--- src/rtl/his_frame_ctrl.sv ---
// Frame-level sequencer for histogram equalisation: gates pixel accumulation,
// validates the frame size, scans the CDF, then clears the bins for the next frame.
module his_frame_ctrl #(
    parameter int IMG_TOTAL = 480000,
    parameter int BINS      = 256
) (
    input  logic        clk,
    input  logic        rst,
    input  logic        enable,
    input  logic        per_img_vsync,
    input  logic        per_img_href,
    output logic        stat_en,
    output logic        hist_clr_en,
    output logic [7:0]  hist_clr_addr,
    output logic        cdf_rd_en,
    output logic [7:0]  cdf_rd_addr,
    output logic        histEQ_start_flag,
    output logic        lut_valid,
    output logic        frame_err,
    output logic        frame_skip,
    output logic [15:0] frame_cnt,
    output logic        busy
);

    typedef enum logic [2:0] {
        S_IDLE,
        S_CLEAR,
        S_ARMED,
        S_ACCUM,
        S_CHECK,
        S_SCAN,
        S_DONE
    } state_e;

    localparam logic [19:0] CNT_MAX  = '1;
    localparam logic [19:0] CNT_EXP  = 20'(IMG_TOTAL);
    localparam logic [7:0]  LAST_BIN = 8'(BINS - 1);

    state_e      state_q, state_d;
    logic        vsync_q;
    logic [19:0] pix_cnt_q, pix_cnt_d;
    logic [7:0]  addr_q, addr_d;
    logic        lut_valid_q, lut_valid_d;
    logic [15:0] frame_cnt_q, frame_cnt_d;
    logic        rise, fall;

    assign rise = per_img_vsync & ~vsync_q;
    assign fall = ~per_img_vsync & vsync_q;

    assign lut_valid = lut_valid_q;
    assign frame_cnt = frame_cnt_q;

    always_ff @(posedge clk) begin
        // NOTE: non-blocking updates so every register samples pre-edge values.
        if (rst) begin
            state_q     <= S_IDLE;
            vsync_q     <= 1'b0;
            pix_cnt_q   <= '0;
            addr_q      <= '0;
            lut_valid_q <= 1'b0;
            frame_cnt_q <= '0;
        end else begin
            state_q     <= state_d;
            vsync_q     <= per_img_vsync;
            pix_cnt_q   <= pix_cnt_d;
            addr_q      <= addr_d;
            lut_valid_q <= lut_valid_d;
            frame_cnt_q <= frame_cnt_d;
        end
    end

    always_comb begin
        // NOTE: every signal gets a default first so no path infers a latch.
        state_d           = state_q;
        pix_cnt_d         = pix_cnt_q;
        addr_d            = '0;
        lut_valid_d       = lut_valid_q;
        frame_cnt_d       = frame_cnt_q;
        stat_en           = 1'b0;
        hist_clr_en       = 1'b0;
        cdf_rd_en         = 1'b0;
        histEQ_start_flag = 1'b0;
        frame_err         = 1'b0;
        frame_skip        = 1'b0;
        busy              = 1'b1;

        case (state_q)
            S_IDLE: begin
                busy = 1'b0;
                if (enable) state_d = S_CLEAR;
            end
            S_CLEAR: begin
                hist_clr_en = 1'b1;
                frame_skip  = rise;
                if (addr_q == LAST_BIN) state_d = enable ? S_ARMED : S_IDLE;
                else                    addr_d  = addr_q + 8'd1;
            end
            S_ARMED: begin
                busy = 1'b0;
                if (rise) begin
                    // A pixel coincident with the vsync rise belongs to this frame.
                    stat_en   = per_img_href;
                    pix_cnt_d = {19'd0, per_img_href};
                    state_d   = S_ACCUM;
                end
            end
            S_ACCUM: begin
                stat_en = per_img_vsync & per_img_href;
                if (stat_en && pix_cnt_q != CNT_MAX) pix_cnt_d = pix_cnt_q + 20'd1;
                if (fall) state_d = S_CHECK;
            end
            S_CHECK: begin
                frame_skip = rise;
                if (pix_cnt_q == CNT_EXP) begin
                    state_d = S_SCAN;
                end else begin
                    frame_err = 1'b1;
                    state_d   = S_CLEAR;
                end
            end
            S_SCAN: begin
                cdf_rd_en  = 1'b1;
                frame_skip = rise;
                if (addr_q == LAST_BIN) state_d = S_DONE;
                else                    addr_d  = addr_q + 8'd1;
            end
            S_DONE: begin
                histEQ_start_flag = 1'b1;
                frame_skip        = rise;
                lut_valid_d       = 1'b1;
                frame_cnt_d       = frame_cnt_q + 16'd1;
                state_d           = S_CLEAR;
            end
            default: state_d = S_IDLE;
        endcase

        hist_clr_addr = hist_clr_en ? addr_q : 8'd0;
        cdf_rd_addr   = cdf_rd_en ? addr_q : 8'd0;
    end

endmodule
--- config.mk ---
export PLATFORM = sky130hd
export DESIGN_NAME = his_frame_ctrl
export DESIGN_NICKNAME = d
export VERILOG_FILES = /design/src/rtl/his_frame_ctrl.sv
export SDC_FILE = /design/constraint.sdc
export NUM_CORES = 1
export LEC_CHECK = 0
export BUFFER_PORTS_ARGS = -buffer_cell sky130_fd_sc_hd__buf_2
export CELL_PAD_IN_SITES_DETAIL_PLACEMENT = 1
export CELL_PAD_IN_SITES_GLOBAL_PLACEMENT = 1
export CORE_MARGIN = 2
export CORE_UTILIZATION = 41
export DETAILED_ROUTE_END_ITERATION = 6
export PLACE_DENSITY = 0.76
export SETUP_SLACK_MARGIN = 0.2
export SKIP_CTS_REPAIR_TIMING = 1
export SYNTH_ARGS = -nofsm -noshare
export SYNTH_HDL_FRONTEND = slang
export SYNTH_SLANG_ARGS = --single-unit
--- constraint.sdc ---
create_clock -name clk -period 2.38 [get_ports clk]
set_input_delay 0.476 -clock clk [delete_from_list [all_inputs] [get_ports clk]]
set_output_delay 0.476 -clock clk [all_outputs]
set_load 0.02 [all_outputs]
==> reports/results.ini, run 1 <==
[floorplan]
chipWidth_um = 83.52
rows = 28
pin_count = 45
die-area_um2 = 6976
initial_utilization = 0.4302
placeableCoreArea_um2 = 6026
die_h_um = 83.52

[global_routing]
overflow = 0
grt_max_degree = 21
first_global_vias = 2353
grt.total_usage = 0.1946
grt_first_pass_wirelength_um = 11340
antenna_found_initial = 0

[sta]
worst_pin_slew_ps = 401.4
period_minus_slack_ps = 2264
clock_skew_ps = 8.666
grt_setup_unrepaired = yes
worst_slack_ps = 116.2
setup-violations-final = 0
slew_headroom = 0.7320
hold_viol_final = 0
slew_viol_final = 0
finalCritPeriodShare = 0.9512
fmaxAchievable_mhz = 441.7

[yosys]
synth_flop_cell = dfxtp_1
yosysSeqAreaShare = 0.3784
synth_cells = 316
synth_cell_type_count = 54
synth_seq_cells = 49
async_reset_ff_frac = 0
syn_avg_cell_area_um2 = 8.204
synth_edf_count = 0
yosys_warnings = 0
synth_nets = 325
syn_area_um2 = 2592

[critical_path]
ff2ff_path_depth = 6
r2r_end = pix_cnt_q[19]$_SDFFE_PP0P_
cpPeakStageDelay_ps = 440
crit_family = simple AND/OR/NAND/NOR gates
r2r_setup_slack_ps = 310
path_class = register to primary output
crit_path_max_fanout = 9
crit_buf_inv = 1
worst_ep_arrival_time_ps = 1790
crit_path_end_kind = primary output
crit_chain = nor4_4 -> nand3_2 -> o31ai_4 -> nor3b_2 -> buf_4
start_kind = register
rr_startpoint = pix_cnt_q[0]$_SDFFE_PP0P_
crit_required_ps = 1900
cp_slowest_cell = dfxtp_1

[clocking]
clock_path_buffers = 2
htreeDepth = 2
cts_tree = built
clkTransAtPathRegs_ps = 100
clkSinkCount = 49
root_buffer = clkbuf_8
numCtsBuffers = 5
insertion_delay_ps = 310

[layout]
n_antenna_cell = 0
final_common_cell = dfxtp_1
area_delta_synth_final_pct = 18.39
drive_gt1_frac = 0.2291
final_nets = 366
nFillCells = 757
final_cell_mix = dfxtp_1 (45), buf_2 (43), nor2_1 (39), nand2_1 (23), and3_1 (17)

[place]
gp_congestion = 0.8483
hpwl_um = 4930
port_buffers = 44
pre_cts_ws_ps = 267.2

[route]
drt-initial-drc-count = 126
vias_per_cell = 5.626
first_pass_iters = 4
postRouteAntennaNets = 0
drc_errors = 0
wl_per_cell_um = 16.03
vias = 2436
routed_wirelength_um = 6943

[worst_hold_path]
min_path_type = register to register
hp-start = lut_valid$_SDFFE_PP0P_
min_to = lut_valid$_SDFFE_PP0P_
hold_path_depth = 2

[status]
status = finished clean

[power_and_ir_drop]
pwr-share-comb = 0.105
finalPower_mw = 1.507
p_switching_mw = 0.4161
vdd_ir_drop_max_uv = 228.7
power.leakage_nw = 1.279
clkPwrFrac = 0.333
power_frac_seq = 0.563
swShare = 0.2761
intPower_mw = 1.091
power_density_nw_per_um2 = 491.0

[flow_run]
max_cap_violations = 0

[cell families (layout without fill, tap and decap cells)]
logic type / after synthesis / after routing / share of synthesized area
AO/OA/AOI/OAI: 54 / 54 / 0.1414
XOR/XNOR: 23 / 23 / 0.07770
adder cells (fa/ha/maj): 4 / 4 / 0.01931
buffers and inverters: 26 / 68 / 0.04682
flip-flops: 49 / 49 / 0.3784
multiplexers: 2 / 2 / 0.007722
AND/OR/NAND/NOR: 158 / 158 / 0.3287
[through the flow]
stage / cells / hold WS (ps) / TNS (ps) / area [µm²] / util
2_1_floorplan: 316 / 444.5 / 0 / 2597 / -
3_3_place_gp: 425 / 443.1 / 0 / 2884 / 0.4786
3_5_place_dp: 425 / 457.3 / 0 / 2884 / 0.4786
4_1_cts: 433 / 466.0 / -97.93 / 2970 / 0.4929
5_1_grt: 433 / 499.8 / 0 / 3069 / 0.5093
6_report: 433 / 474.5 / 0 / 3069 / 0.5093
[final cells by class]
cell class / instances / area, µm² / area share
sequential: 49 / 988.4 / 0.3221
inverter: 7 / 26.28 / 0.008561
clock inverter: 3 / 17.52 / 0.005707
tap: 75 / 93.84 / 0.03057
multi-input combinational: 241 / 1584 / 0.5161
clock buffer: 5 / 68.82 / 0.02242
timing repair buffer: 53 / 290.3 / 0.09458
[worst register-to-register path: stages, from the launching register on]
cell and delay [ps]:
dfxtp_4 370, ha_1 230, and3_1 250, and3_2 280, a21o_1 270, or4_1 510
o21ai_1 90
[cell usage after synthesis (3+ instances only)]
cell type | n | area, µm²
dfxtp_1 | 49 | 980.9
nor2_1 | 40 | 150.1
nand2_1 | 23 | 86.33
and3_1 | 18 | 112.6
nand3_1 | 16 | 80.08
a21oi_1 | 14 | 70.07
xnor2_1 | 13 | 113.9
and2_1 | 11 | 68.82
clkbuf_1 | 11 | 41.29
xor2_1 | 10 | 87.58
nand4_1 | 8 | 50.05
nor3_1 | 8 | 40.04
inv_1 | 7 | 26.28
o21ai_0 | 6 | 30.03
a211oi_1 | 5 | 37.54
or3_1 | 5 | 31.28
buf_2 | 4 | 20.02
ha_1 | 4 | 50.05
nor3b_1 | 4 | 30.03
a31oi_1 | 3 | 18.77
and4_1 | 3 | 26.28
buf_4 | 3 | 22.52
nand2b_1 | 3 | 18.77
nand3b_1 | 3 | 22.52
o21ai_1 | 3 | 15.01
o22ai_1 | 3 | 18.77
[per-layer routing]
metal | global-route usage | vias up | wire length, µm
li1 | - | 1200 | -
met1 | 0.2742 | 1184 | 3227
met2 | 0.3123 | 46 | 3356
met3 | 0.03363 | 6 | 289
met4 | 0.04545 | 0 | 71
met5 | 0 | - | 0
[power groups by stage]
stage	Sequential, mW	Combinational [mW]	Clock [mW]
6_report	0.848	0.158	0.501
5_1_grt	0.851	0.177	0.549
4_1_cts	0.846	0.149	0.518
3_5_place_dp	0.865	0.148	0
3_3_place_gp	0.865	0.147	0
2_1_floorplan	0.853	0.112	0
[worst max path at each step]
stage / startpoint / to / slack (ps) / cells past startpoint
floorplan: state_q[0]$_SDFFE_PP0P_ / frame_skip / 370 / 5
global placement: per_img_vsync / stat_en / 260 / 6
detailed placement: per_img_vsync / stat_en / 270 / 6
CTS: pix_cnt_q[0]$_SDFFE_PP0P_ / frame_err / -80 / 7
global route: pix_cnt_q[10]$_SDFFE_PP0P_ / frame_err / 30 / 5
finish: pix_cnt_q[10]$_SDFFE_PP0P_ / frame_err / 120 / 5
[sequential cells by signal, summed over array words and instances (netlist names)]
| name | count |
|---|---|
| state_q | 3 |
| lut_valid | 1 |
| addr_q | 8 |
| frame_cnt | 16 |
| pix_cnt_q | 20 |
| vsync_q | 1 |
Power figures use the tool's default switching activity.
==> inputs of run 2 (changes only) <==
--- a/config.mk
+++ b/config.mk
@@ -5,14 +5,14 @@
 export SDC_FILE = /design/constraint.sdc
 export NUM_CORES = 1
 export LEC_CHECK = 0
+export ABC_AREA = 1
 export BUFFER_PORTS_ARGS = -buffer_cell sky130_fd_sc_hd__buf_2
 export CELL_PAD_IN_SITES_DETAIL_PLACEMENT = 1
 export CELL_PAD_IN_SITES_GLOBAL_PLACEMENT = 1
 export CORE_MARGIN = 2
-export CORE_UTILIZATION = 41
+export CORE_UTILIZATION = 39
 export DETAILED_ROUTE_END_ITERATION = 6
 export PLACE_DENSITY = 0.76
-export SETUP_SLACK_MARGIN = 0.2
 export SKIP_CTS_REPAIR_TIMING = 1
 export SYNTH_ARGS = -nofsm -noshare
 export SYNTH_HDL_FRONTEND = slang
==> reports/results.ini, run 2 <==
[clocking]
cts_tree = built
clkSinkCount = 49
htreeDepth = 2
clkTransAtPathRegs_ps = 90
clock_path_buffers = 2
numCtsBuffers = 5
root_buffer = clkbuf_8
insertion_delay_ps = 310

[critical_path]
path_class = register to primary output
ff2ff_path_depth = 9
rr_startpoint = pix_cnt_q[0]$_SDFFE_PP0P_
crit_path_end_kind = primary output
r2r_end = pix_cnt_q[4]$_SDFFE_PP0P_
worst_ep_arrival_time_ps = 1700
r2r_setup_slack_ps = 450
crit_required_ps = 1900
crit_path_max_fanout = 15
cp-startpoint = state_q[0]$_SDFFE_PP0P_
start_kind = register

[floorplan]
chipWidth_um = 89.79
die-area_um2 = 8062
pin_count = 45
initial_utilization = 0.4000
placeableCoreArea_um2 = 7176
die_h_um = 89.79
rows = 31

[yosys]
synth.most_common_cell = nand2_1
ys_top_cells_by_area = dfxtp_1 (34%), nand2_1 (15%), nor2_1 (12%)
syn_area_um2 = 2870
syn_avg_cell_area_um2 = 6.226
synthTopCellsByCount = nand2_1 (113), nor2_1 (95), inv_1 (53)
yosysSeqAreaShare = 0.3418
synth_nets = 470
synth_cell_type_count = 33
yosys_warnings = 0
yosysTopAreaCell = dfxtp_1
synth_cells = 461
synth_seq_cells = 49
synth_flop_cell = dfxtp_1
synth_edf_count = 0
async_reset_ff_frac = 0
synth_top_area_share = 0.3418

[route]
routed_wirelength_um = 8280
drt-initial-drc-count = 66
drc_errors = 0
first_pass_iters = 4
wl_per_cell_um = 13.62
vias = 3038
postRouteAntennaNets = 0
vias_per_cell = 4.997

[power_and_ir_drop]
power_density_nw_per_um2 = 577.6
vdd_ir_drop_max_uv = 249.4
power.leakage_nw = 1.343

[global_routing]
grt.total_usage = 0.2070
grt_use_met2 = 0.3523
overflow = 0
met3_usage = 0.03018
first_global_vias = 2959
grtUsageMet1 = 0.2829
grt_max_degree = 27
grt_first_pass_wirelength_um = 14010
grt_busiest_layer = met2
antenna_found_initial = 0

[layout]
final_nets = 518
drive_gt1_frac = 0.1395
register_area_um2 = 980.9
final_cell_mix = nand2_1 (113), nor2_1 (95), inv_1 (53), dfxtp_1 (49), buf_2 (44)
n_antenna_cell = 0
nFillCells = 1013
largest-register = pix_cnt_q
largest_register_ffs = 20
area_delta_synth_final_pct = 15.26
multi_input_comb_area_um2 = 1617
final_common_cell = nand2_1
post-route-util = 0.4610

[worst_hold_path]
hold_path_depth = 3
hp-start = per_img_vsync
min_to = vsync_q$_SDFF_PP0_
min_path_type = input port to register

[sta]
clock_skew_ps = 5.967
grt_setup_unrepaired = no
setup_tns_ps = 0
slew_viol_final = 0
whs_ps = 445.4
period_minus_slack_ps = 2174
setup-violations-final = 0
worst_pin_slew_ps = 630.4
finalCritPeriodShare = 0.9132
slew_headroom = 0.5758
fmaxAchievable_mhz = 460.1
hold_viol_final = 0

[place]
gp_congestion = 0.8246
port_buffers = 44
hpwl_um = 6401

[flow_run]
max_cap_violations = 0

[status]
status = finished clean

==> run 2: cell types whose count changed in the layout (fill, tap and decap cells not counted), moves of 5 or more <==
cell      delta
xnor2_1     -12
a211oi_1     -5
and2_1      -10
a21oi_1     +19
and3_1      -17
o21ai_0      +8
or3_1        -5
inv_1       +47
nand2_1     +90
nand3_1     +21
nor2_1      +56
==> run 2: how the worst max path moves through the flow <==
| stage | slack (ps) | to |
|---|---|---|
| 6_report | 210 | stat_en |
| 5_1_grt | 90 | stat_en |
| 4_1_cts | 80 | cdf_rd_addr[2] |
| 3_5_place_dp | 440 | cdf_rd_addr[2] |
| 3_3_place_gp | 500 | cdf_rd_addr[1] |
| 2_1_floorplan | 340 | cdf_rd_addr[0] |
==> run 2: through the flow <==
stage,power (mW),instance area [µm²],instances,setup slack [ps]
after floorplan,1.213,2870,461,335.3
after global placement,1.308,3189,599,503.6
final,1.911,3308,608,206.5
after CTS,1.924,3293,606,81.56
after global routing,2.015,3308,608,87.66
after detailed placement,1.324,3189,599,438.0
==> run 2: cell families (layout without fill, tap and decap cells) <==
group                    count (synthesis)  count (layout)  synth area share
AND/OR/NAND/NOR                        275             275            0.4080
buffers and inverters                   66             114           0.09503
AO/OA/AOI/OAI                           57              57            0.1072
flip-flops                              49              49            0.3418
XOR/XNOR                                10              10           0.03052
adder cells (fa/ha/maj)                  4               4           0.01744
==> run 2: per-layer routing <==
layer,share of wire,up-vias
met5,0,-
met4,0.0082,0
met1,0.49,1433
met2,0.47,41
met3,0.030,6
li1,-,1558
==> run 2: worst max-delay path, stage by stage, from the launching register on <==
cell      delay [ps]
dfxtp_1          440
nand2_2          110
nor2_4           180
inv_2            150
nor3_2           170
o21bai_1         150
buf_2            190
==> run 2: cell type report <==
cell class,count,area share
Clock inverter,2,0.01059
Tap cell,99,0.03744
Sequential cell,49,0.2965
Timing Repair Buffer,51,0.08245
Multi-Input combinational cell,346,0.4887
Inverter,56,0.06354
Clock buffer,5,0.02080
==> run 2: power breakdown <==
group	switching, mW	internal (mW)
Sequential	0.0432	0.850
Clock	0.295	0.306
Combinational	0.299	0.118
==> inputs of run 3 (changes only) <==
--- a/config.mk
+++ b/config.mk
@@ -10,9 +10,9 @@
 export CELL_PAD_IN_SITES_DETAIL_PLACEMENT = 1
 export CELL_PAD_IN_SITES_GLOBAL_PLACEMENT = 1
 export CORE_MARGIN = 2
-export CORE_UTILIZATION = 39
+export CORE_UTILIZATION = 35
 export DETAILED_ROUTE_END_ITERATION = 6
-export PLACE_DENSITY = 0.76
+export PLACE_DENSITY = 0.72
 export SKIP_CTS_REPAIR_TIMING = 1
 export SYNTH_ARGS = -nofsm -noshare
 export SYNTH_HDL_FRONTEND = slang
==> constraint.sdc (replaced) <==
create_clock -name clk -period 1.87 [get_ports clk]
set_input_delay 0.374 -clock clk [delete_from_list [all_inputs] [get_ports clk]]
set_output_delay 0.374 -clock clk [all_outputs]
set_load 0.02 [all_outputs]
==> reports/results.ini, run 3 (same netlist as run 2, synthesis figures left out) <==
[place]
gp_congestion = 0.8696
place_area_um2 = 3289
port_buffers = 44
hpwl_um = 6525
pre_cts_ws_ps = 47.46

[critical_path]
crit_family = buffers and inverters
start_kind = register
crit_path_max_fanout = 5
cp_slowest_cell = dfxtp_4
r2r_end = pix_cnt_q[1]$_SDFFE_PP0P_
path_class = register to primary output
crit_required_ps = 1500
path_depth = 7
endpoint = cdf_rd_addr[5]
r2r_setup_slack_ps = 180
crit_path_end_kind = primary output
rr_startpoint = pix_cnt_q[0]$_SDFFE_PP0P_
cpPeakStageDelay_ps = 390
crit_chain = inv_4 -> nand2_4 -> nor2_4 -> clkinvlp_4 -> buf_4 -> nor2_2 -> buf_6
cp-startpoint = state_q[1]$_SDFFE_PP0P_
worst_ep_arrival_time_ps = 1480
ff2ff_path_depth = 8
crit_buf_inv = 4

[sta]
period_minus_slack_ps = 1851
hold_viol_final = 0
fmaxAchievable_mhz = 540.1
setup_tns_ps = 0
slew_headroom = 0.7597
whs_ps = 356.3
clock_skew_ps = 8.997
grt_setup_unrepaired = yes
slew_viol_final = 0
worst_pin_slew_ps = 357.7
worst_slack_ps = 18.60
setup-violations-final = 0
finalCritPeriodShare = 0.9901

[status]
status = finished clean

[layout]
drive_gt1_frac = 0.2444
n_antenna_cell = 0
final_common_cell = nand2_1
stdcell_area_um2 = 3675
area_delta_synth_final_pct = 28.03
nFillCells = 1116
final_cell_mix = nand2_1 (111), nor2_1 (81), inv_1 (46), dfxtp_1 (40), nand3_1 (36)
largest_register_ffs = 20
largest-register = pix_cnt_q
final_nets = 540

[flow_run]
max_cap_violations = 0

[clocking]
insertion_delay_ps = 320
numCtsBuffers = 5
root_buffer = clkbuf_8
clock_path_buffers = 2
clkTransAtPathRegs_ps = 100
clkSinkCount = 49
htreeDepth = 2
cts_tree = built

[route]
route.met2.wl_um = 4473
drc_errors = 0
wl_met3_um = 289
routed.top_layer = met4
drt-initial-drc-count = 76
postRouteAntennaNets = 0
wl_per_cell_um = 14.16
routed_wirelength_um = 9023
vias_per_cell = 5.011
first_pass_iters = 4
m1WireLength_um = 4171
vias = 3192

[global_routing]
grt.total_usage = 0.2029
overflow = 0
first_global_vias = 3021
grt_first_pass_wirelength_um = 14440
antenna_found_initial = 0
grt_max_degree = 27

[floorplan]
die_h_um = 94.56
chipWidth_um = 94.56
rows = 33
die-area_um2 = 8941
placeableCoreArea_um2 = 8093
pin_count = 45
initial_utilization = 0.3547

[power_and_ir_drop]
power.leakage_nw = 1.462
vdd_ir_drop_max_uv = 322.6
power_density_nw_per_um2 = 703.9

[worst_hold_path]
min_path_type = input port to register

-- run 3: how the worst min path moves through the flow --
| stage | endpoint | slack, ps | cells after the start | start |
|---|---|---|---|---|
| after floorplan | addr_q[0]$_SDFF_PP0_ | 430 | 1 | addr_q[0]$_SDFF_PP0_ |
| after global placement | frame_cnt[7]$_SDFFE_PP0P_ | 450 | 2 | frame_cnt[7]$_SDFFE_PP0P_ |
| after detailed placement | lut_valid$_SDFFE_PP0P_ | 460 | 1 | lut_valid$_SDFFE_PP0P_ |
| after CTS | vsync_q$_SDFF_PP0_ | 340 | 3 | per_img_vsync |
| after global routing | vsync_q$_SDFF_PP0_ | 380 | 3 | per_img_vsync |
| final | vsync_q$_SDFF_PP0_ | 360 | 3 | per_img_vsync |
-- run 3: cell type report --
type                            instances  area [µm²]  share of cell area
Multi-Input combinational cell        346        1734              0.4719
Sequential cell                        49        1002              0.2727
Timing Repair Buffer                   73       496.7              0.1352
Inverter                               56       220.2             0.05993
Tap cell                              105       131.4             0.03575
Clock buffer                            5       68.82             0.01873
Clock inverter                          3       21.27            0.005788
-- run 3: power breakdown --
group | internal, mW | total, mW | switching [mW] | leakage, nW
Sequential | 1.09 | 1.16 | 0.0631 | 0.401
Clock | 0.267 | 0.690 | 0.423 | 0.0445
Combinational | 0.269 | 0.741 | 0.471 | 1.02
Total | 1.63 | 2.59 | 0.957 | 1.46
-- run 3: through the flow --
stage | utilization | cells | power, mW
floorplan | - | 461 | 1.547
global placement | 0.4065 | 617 | 1.701
detailed placement | 0.4065 | 617 | 1.724
CTS | 0.4176 | 625 | 2.416
global route | 0.4541 | 637 | 2.739
finish | 0.4541 | 637 | 2.587
-- run 3: routing by layer --
layer  GRT usage  up-vias
li1            -     1612
met1      0.2668     1528
met2      0.3506       46
met3     0.02873        6
met4     0.05072        0
met5           0        -
-- run 3: worst reg2reg max path, delay by kind of cell (launching register included) --
| family | cells | cell delay [ps] |
|---|---|---|
| adders and majority gates | 1 | 210 |
| DFF | 1 | 380 |
| AOI/OAI and AO/OA | 1 | 240 |
| and+or+nand+nor | 6 | 780 |
